$ cat config.mk
export PLATFORM = sky130hd
export DESIGN_NAME = pe_mac_accumulator_flat
export DESIGN_NICKNAME = d
export VERILOG_FILES = /design/src/rtl/pe_mac_accumulator_if.sv /design/src/rtl/pe_mac_accumulator.sv /design/src/flat_wrapper.sv
export SDC_FILE = /design/constraint.sdc
export NUM_CORES = 1
export LEC_CHECK = 0
export ABC_CLOCK_PERIOD_IN_PS = 7300
export BUFFER_PORTS_ARGS = -buffer_cell sky130_fd_sc_hd__buf_2
export CORE_UTILIZATION = 35
export DETAILED_ROUTE_END_ITERATION = 6
export PLACE_DENSITY = 0.54
export SLEW_MARGIN = 25
export SYNTH_ARGS = -nofsm -noshare
export SYNTH_HDL_FRONTEND = slang
export SYNTH_SLANG_ARGS = --single-unit
$ cat constraint.sdc
create_clock -name clk -period 7.3 [get_ports clk]
set_clock_uncertainty 0.1 [all_clocks]
set_input_delay 0.73 -clock clk [delete_from_list [all_inputs] [get_ports clk]]
set_output_delay 0.73 -clock clk [all_outputs]
set_load 0.01 [all_outputs]
$ cat src/rtl/pe_mac_accumulator_if.sv
// Handshake bundle between the PE input/output buffers and the MAC accumulator.
// master = accumulator side, slave = buffer side.
interface pe_mac_accumulator_if #(
  parameter int WIDTH      = 8,
  parameter int PSUM_WIDTH = 20
);
  logic                  ifmap_valid;
  logic [WIDTH-1:0]      ifmap_data;
  logic                  ifmap_read_en;
  logic                  filter_valid;
  logic [WIDTH-1:0]      filter_data;
  logic                  filter_read_en;
  logic                  psum_ready;
  logic                  psum_write_en;
  logic [PSUM_WIDTH-1:0] psum_data;
  logic                  busy;

  modport master (
    input  ifmap_valid, ifmap_data, filter_valid, filter_data, psum_ready,
    output ifmap_read_en, filter_read_en, psum_write_en, psum_data, busy
  );

  modport slave (
    output ifmap_valid, ifmap_data, filter_valid, filter_data, psum_ready,
    input  ifmap_read_en, filter_read_en, psum_write_en, psum_data, busy
  );
endinterface

$ cat src/rtl/pe_mac_accumulator.sv
// Signed MAC that folds FILT_LEN ifmap x filter products into one psum word.
// Optional macro PE_MAC_RELU_EN clamps negative psums to zero on the output path.
module pe_mac_accumulator #(
  parameter int WIDTH      = 8,
  parameter int PSUM_WIDTH = 20,
  parameter int FILT_LEN   = 4
) (
  input logic                    clk,
  input logic                    rst,
  pe_mac_accumulator_if.master   bus
);
  localparam int PW2   = 2 * WIDTH;
  localparam int CNT_W = $clog2(FILT_LEN + 1);
  localparam logic [CNT_W-1:0] LAST = CNT_W'(FILT_LEN - 1);

  typedef enum logic {ACCUM, EMIT} state_e;

  state_e                state_q, state_d;
  logic [CNT_W-1:0]      cnt_q, cnt_d;
  logic [PSUM_WIDTH-1:0] acc_q, acc_d;

  logic                  fire;
  logic signed [PW2-1:0] prod;
  logic [PSUM_WIDTH-1:0] prodExt;

  assign prod    = PW2'($signed(bus.ifmap_data)) * PW2'($signed(bus.filter_data));
  assign prodExt = PSUM_WIDTH'(prod);

  // Gating with rst keeps both buffers and the psum write quiet in the reset cycle.
  assign fire               = !rst && (state_q == ACCUM) && bus.ifmap_valid && bus.filter_valid;
  assign bus.ifmap_read_en  = fire;
  assign bus.filter_read_en = fire;
  assign bus.psum_write_en  = !rst && (state_q == EMIT) && bus.psum_ready;
  assign bus.busy           = (state_q == EMIT) || (cnt_q != '0);

`ifdef PE_MAC_RELU_EN
  assign bus.psum_data = acc_q[PSUM_WIDTH-1] ? '0 : acc_q;
`else
  assign bus.psum_data = acc_q;
`endif

  always_comb begin
    state_d = state_q;
    cnt_d   = cnt_q;
    acc_d   = acc_q;
    case (state_q)
      ACCUM: begin
        if (fire) begin
          acc_d = (cnt_q == '0) ? prodExt : acc_q + prodExt;
          if (cnt_q == LAST) begin
            cnt_d   = '0;
            state_d = EMIT;
          end else begin
            cnt_d = cnt_q + CNT_W'(1);
          end
        end
      end
      EMIT: begin
        if (bus.psum_ready) state_d = ACCUM;
      end
    endcase
  end

  always_ff @(posedge clk) begin
    if (rst) begin
      state_q <= ACCUM;
      cnt_q   <= '0;
      acc_q   <= '0;
    end else begin
      state_q <= state_d;
      cnt_q   <= cnt_d;
      acc_q   <= acc_d;
    end
  end
endmodule

$ cat src/flat_wrapper.sv
// flat-port wrapper written by rule: the top's interface ports become plain ports
module pe_mac_accumulator_flat 
#(
  parameter int WIDTH      = 8,
  parameter int PSUM_WIDTH = 20,
  parameter int FILT_LEN   = 4
)
  (clk, rst, bus_ifmap_valid, bus_ifmap_data, bus_filter_valid, bus_filter_data, bus_psum_ready, bus_ifmap_read_en, bus_filter_read_en, bus_psum_write_en, bus_psum_data, bus_busy);
  pe_mac_accumulator_if #(.WIDTH(WIDTH), .PSUM_WIDTH(PSUM_WIDTH)) bus_i ();
  input logic clk;
  input logic rst;
  input wire logic [$bits(bus_i.ifmap_valid)-1:0] bus_ifmap_valid;
  input wire logic [$bits(bus_i.ifmap_data)-1:0] bus_ifmap_data;
  input wire logic [$bits(bus_i.filter_valid)-1:0] bus_filter_valid;
  input wire logic [$bits(bus_i.filter_data)-1:0] bus_filter_data;
  input wire logic [$bits(bus_i.psum_ready)-1:0] bus_psum_ready;
  output wire logic [$bits(bus_i.ifmap_read_en)-1:0] bus_ifmap_read_en;
  output wire logic [$bits(bus_i.filter_read_en)-1:0] bus_filter_read_en;
  output wire logic [$bits(bus_i.psum_write_en)-1:0] bus_psum_write_en;
  output wire logic [$bits(bus_i.psum_data)-1:0] bus_psum_data;
  output wire logic [$bits(bus_i.busy)-1:0] bus_busy;
  assign bus_i.ifmap_valid = bus_ifmap_valid;
  assign bus_i.ifmap_data = bus_ifmap_data;
  assign bus_i.filter_valid = bus_filter_valid;
  assign bus_i.filter_data = bus_filter_data;
  assign bus_i.psum_ready = bus_psum_ready;
  assign bus_ifmap_read_en = bus_i.ifmap_read_en;
  assign bus_filter_read_en = bus_i.filter_read_en;
  assign bus_psum_write_en = bus_i.psum_write_en;
  assign bus_psum_data = bus_i.psum_data;
  assign bus_busy = bus_i.busy;
  pe_mac_accumulator #(.WIDTH(WIDTH), .PSUM_WIDTH(PSUM_WIDTH), .FILT_LEN(FILT_LEN)) u_core (.clk(clk), .rst(rst), .bus(bus_i));
endmodule
* Word-level counts from Yosys, hierarchy flattened
Cells that the tools add are included.
Operators by class: add/sub/neg operators 2, multiplexer cells 6, reduce and logical (&&, ||, !) cells 10, bitwise logic cells 1, multiply operators 1, equality and inequality tests 1
Operators by type and width (number):
- $add 20x20->20 | 1
- $mux 20 | 1
- $mul 8x8->16 | 1
- $logic_and 1x1->1 | 5
- $add 3x1->3 const B | 1
- $eq 3x2->1 const B | 1
- $logic_not 3->1 | 1
- $mux 1 | 3
- $mux 3 | 1
- $reduce_bool 3->1 | 1
- $pmux 1 s2 | 1
- $reduce_and 2->1 | 1
- $logic_not 1->1 | 1
- $logic_or 1x1->1 | 1
- $not 1->1 | 1
Word-level totals: logic and storage cells 24, input bits 21, flip-flop bits (word level) 24

* Depth between registers and ports, before layout
depth in word-level cells 6, depth in mapped cells 25, mapped depth without buffers 25

* Least setup slack after synthesis
No wires, ideal clock.
path kind input-to-reg, start input port bus_filter_data[3], end register u_core.acc_q[19], in the netlist u_core.bus.psum_data[19], setup slack 1306 ps, path buffers 0, arrival 5809 ps, data required time 7116 ps, cell stages on the path 21, path through and2_1 -> fa_1 -> inv_1 -> fa_1 -> inv_1 -> fa_1 -> inv_1 -> fa_1 -> inv_1 -> ha_1 -> and3_1 -> a21oi_1 -> a31oi_1 -> xnor2_1 -> ha_1 -> nor3_1 -> nor2_1 -> a41oi_2 -> xnor2_1 -> a21oi_1 -> o31ai_2
Between the ends: longest elaborated chain between the ends 3
Ends and longest elaborated chain:
- from (decl) | RTL line flat_wrapper.sv:15 | input wire logic [$bits(bus_i.filter_data)-1:0] bus_filter_data;
- $mul 8x8->16 (*) | RTL line pe_mac_accumulator.sv:26 | assign prod = PW2'($signed(bus.ifmap_data)) * PW2'($signed(bus.filter_data));
- $add 20x20->20 | RTL line pe_mac_accumulator.sv:49 | acc_d = (cnt_q == '0) ? prodExt : acc_q + prodExt;
- $mux 20 (*) | RTL line pe_mac_accumulator.sv:49
- to (signal assigned) | RTL line pe_mac_accumulator.sv:68 | acc_q <= '0;
- to (signal assigned) | RTL line pe_mac_accumulator.sv:72 | acc_q <= acc_d;
- to (decl) | RTL line pe_mac_accumulator.sv:20 | logic [PSUM_WIDTH-1:0] acc_q, acc_d;
Every way passes the cells marked *; elsewhere a longest branch is shown, timed or not. A chain may end at the register's enable or synchronous reset.

* Worst setup path in the final report
start input port bus_filter_data[4], end register u_core.acc_q[19], in the netlist u_core.bus.psum_data[19]
Same word-level chain as after synthesis.

==> impl_metrics.tcl <==
set metrics [dict create \
    tritoncts "yes" \
    h-tree-depth 1 \
    hold_buffers 0 \
    wl_um 9597 \
    post-synth-top-count-cell "inv_1" \
    synth_edf_count 0 \
    max_freq_ghz 0.1621 \
    post_cts_buffers 0 \
    slowest_delay_ns 0.54 \
    die_height_um 115.6 \
    clkSinkCount 24 \
    critPathSlowestCell "fa_1" \
    finalSetupViolCount 0 \
    drc 0 \
    vias 3624 \
    cp-end-kind "flip-flop" \
    ys_async_sr_fraction_pct 0 \
    synthCells 536 \
    yosys_warnings 0 \
    syn-num-nets 666 \
    wl_per_cell_um 12.83 \
    antenna_found_initial 0 \
    via_per_inst 4.845 \
    nets 707 \
    synthTopCellsByCount "97 x inv_1, 56 x fa_1, 53 x ha_1, 48 x and2_1, 38 x a21oi_1" \
    max-cap-violations 0 \
    power.switching_mw 1.267 \
    syn_avg_cell_area_um2 8.427 \
    min_path_type "reg2reg" \
    synthFlopType "dfxtp_1" \
    final_layout_size_suffix_gt1_share_pct 13.19 \
    ir_worst_vdd_uv 199.2 \
    p_clk_share_pct 5.6 \
    syn_to_final_growth_pct 11.11 \
    grt_max_degree 31 \
    grt_use_total_pct 15.05 \
    r2r_slack_ns 4.49 \
    nFillCells 1321 \
    grt-ovfl-total 0 \
    first_iter_violations 147 \
    num_io_pins 45 \
    multi_input_area_um2 3623 \
    reg2reg_depth 10 \
    status "complete, no violations" \
    place.gp.congestion 0.8202 \
    min_to "u_core.state_q$_SDFF_PP0_" \
    first_pass_iters 6 \
    ys_seq_area_share_pct 10.64 \
    initial_utilization_pct 35.79 \
    ys_seq_elements 24 \
    power.leakage_nw 2.456 \
    final_max_slew_viol_count 0 \
    cts_resized 0 \
    comb_power_share_pct 86.8 \
    io_buffers 44 \
    crit_type "in2reg" \
    hold_depth 1 \
    cts-buffers-inserted 3 \
    max_slew_margin_pct 37.44 \
    post-place-cells 744 \
    clk_latency_ns 0.26 \
    power_density_nw_per_um2 485.4 \
    rows 41 \
    die_area_um2 13360 \
    ys_types 52 \
    r2r-end "u_core.bus.psum_data[18]$_SDFFE_PP0P_" \
    tns_ns 0 \
    rr_startpoint "u_core.bus.psum_data[0]$_SDFFE_PP0P_" \
    finalCritPeriodShare_pct 84.53 \
    cts_buffer_depth 2 \
    grt_pass1_wl_um 16190 \
    core_area_um2 12620 \
    instances_no_fill 748 \
    intPower_mw 1.169 \
    die_width_um 115.6 \
    critPathArrivalTime_ns 6.26 \
    place_hpwl_um 7950 \
    seq_power_share_pct 7.5 \
    cts_root_buffer "clkbuf_16" \
    regArea_um2 480.5 \
    p_sw_share_pct 52.02 \
    ant_nets 0 \
    synth_top_area_share_pct 24.82 \
    tightestPinTransition_ns 0.9383 \
    min_period_ns 6.170 \
    required_ns 7.39 \
    synth_area_um2 4517 \
    synth.area.top_cells "fa_1 25%, ha_1 15%, dfxtp_1 11%" \
    diodes 0 \
    finalPower_mw 2.436 \
    clkSlewWorstSetupHoldPaths_ns 0.07 \
    cp_max_fo 8 \
    rsz0062_at_grt "false" \
    synth.largest_area_cell "fa_1" \
    hold_start "u_core.cnt_q[2]$_SDFFE_PP0P_" \
    cp-start-kind "primary input" \
    hold_violations 0 \
    grt_pass1_vias 3489 \
]
-- state kept, by name (all words and copies together), names as in the netlist --
register	count
u_core.state_q	1
u_core.bus.psum_data	20
u_core.cnt_q	3
-- critical path: cells and delay by family --
family	cells	cell delay [ns]
fa+ha+maj	6	2.73
compound gates	9	1.65
simple gates	3	0.48
buf+inv	5	0.34
xor+xnor	2	0.32
-- through the flow --
step                      hold WS (ns)  setup slack (ns)  instance area (um2)  utilization, %
after floorplan                 0.3366             1.306                 4517               -
after global placement          0.3575            0.9207                 4930           39.06
after detailed placement        0.3706            0.8514                 4930           39.06
after CTS                       0.3876             1.113                 5019           39.77
after global routing            0.4242            0.7325                 5019           39.77
final                           0.3797             1.130                 5019           39.77
-- logic make-up after synthesis --
group                      count (synthesis)  share of synthesized area (%)
muxes                                      5                          1.136
AOI/OAI and AO/OA                        101                          15.37
buffers and inverters                    109                          9.141
DFF                                       24                          10.64
xor gates and xnor gates                  30                          5.817
and+or+nand+nor                          158                          18.39
adders and majority gates                109                          39.50
-- final cells by class --
class,instances,area share (%)
Clock buffer,4,1.770
Inverter,98,7.330
Timing Repair Buffer,47,4.837
Sequential cell,24,9.574
Tap cell,172,4.288
Multi-Input combinational cell,403,72.20
-- metal layers --
layer  GRT usage [%]  routed length (um)  vias up
met1           20.64                4554     1756
met4           1.991                  40        0
met2           26.15                4750       40
met5               0                   0        -
li1                -                   -     1823
met3           1.569                 251        5
-- power groups by stage --
| stage | Combinational (mW) | Clock [mW] | Sequential (mW) |
|---|---|---|---|
| final | 2.12 | 0.137 | 0.184 |
| after global routing | 2.39 | 0.145 | 0.189 |
| after CTS | 2.13 | 0.141 | 0.185 |
| after detailed placement | 2.11 | 0 | 0.188 |
| after global placement | 2.10 | 0 | 0.187 |
| after floorplan | 1.69 | 0 | 0.192 |
-- layout by cell type (no fill, tap or decap), types with 9 or more instances in the layout --
cell and n:
nand3_1 12, fa_1 56, o21ai_0 17, nor2b_1 9, nor2_1 23, inv_1 97
dfxtp_1 24, a21oi_1 38, nand2_1 32, ha_1 53, nor3_1 10, and2_1 48
buf_2 44, xnor2_1 27
-- worst max-delay path by stage --
stage,startpoint,end,depth (start not counted)
after floorplan,bus_filter_data[3],u_core.bus.psum_data[19]$_SDFFE_PP0P_,21
after CTS,bus_filter_data[4],u_core.bus.psum_data[19]$_SDFFE_PP0P_,25
after global placement,bus_filter_data[3],u_core.bus.psum_data[19]$_SDFFE_PP0P_,24
after global routing,bus_filter_data[0],u_core.bus.psum_data[19]$_SDFFE_PP0P_,25
after detailed placement,bus_filter_data[4],u_core.bus.psum_data[19]$_SDFFE_PP0P_,25
final,bus_filter_data[4],u_core.bus.psum_data[19]$_SDFFE_PP0P_,25
Power figures use the tool's default switching activity.
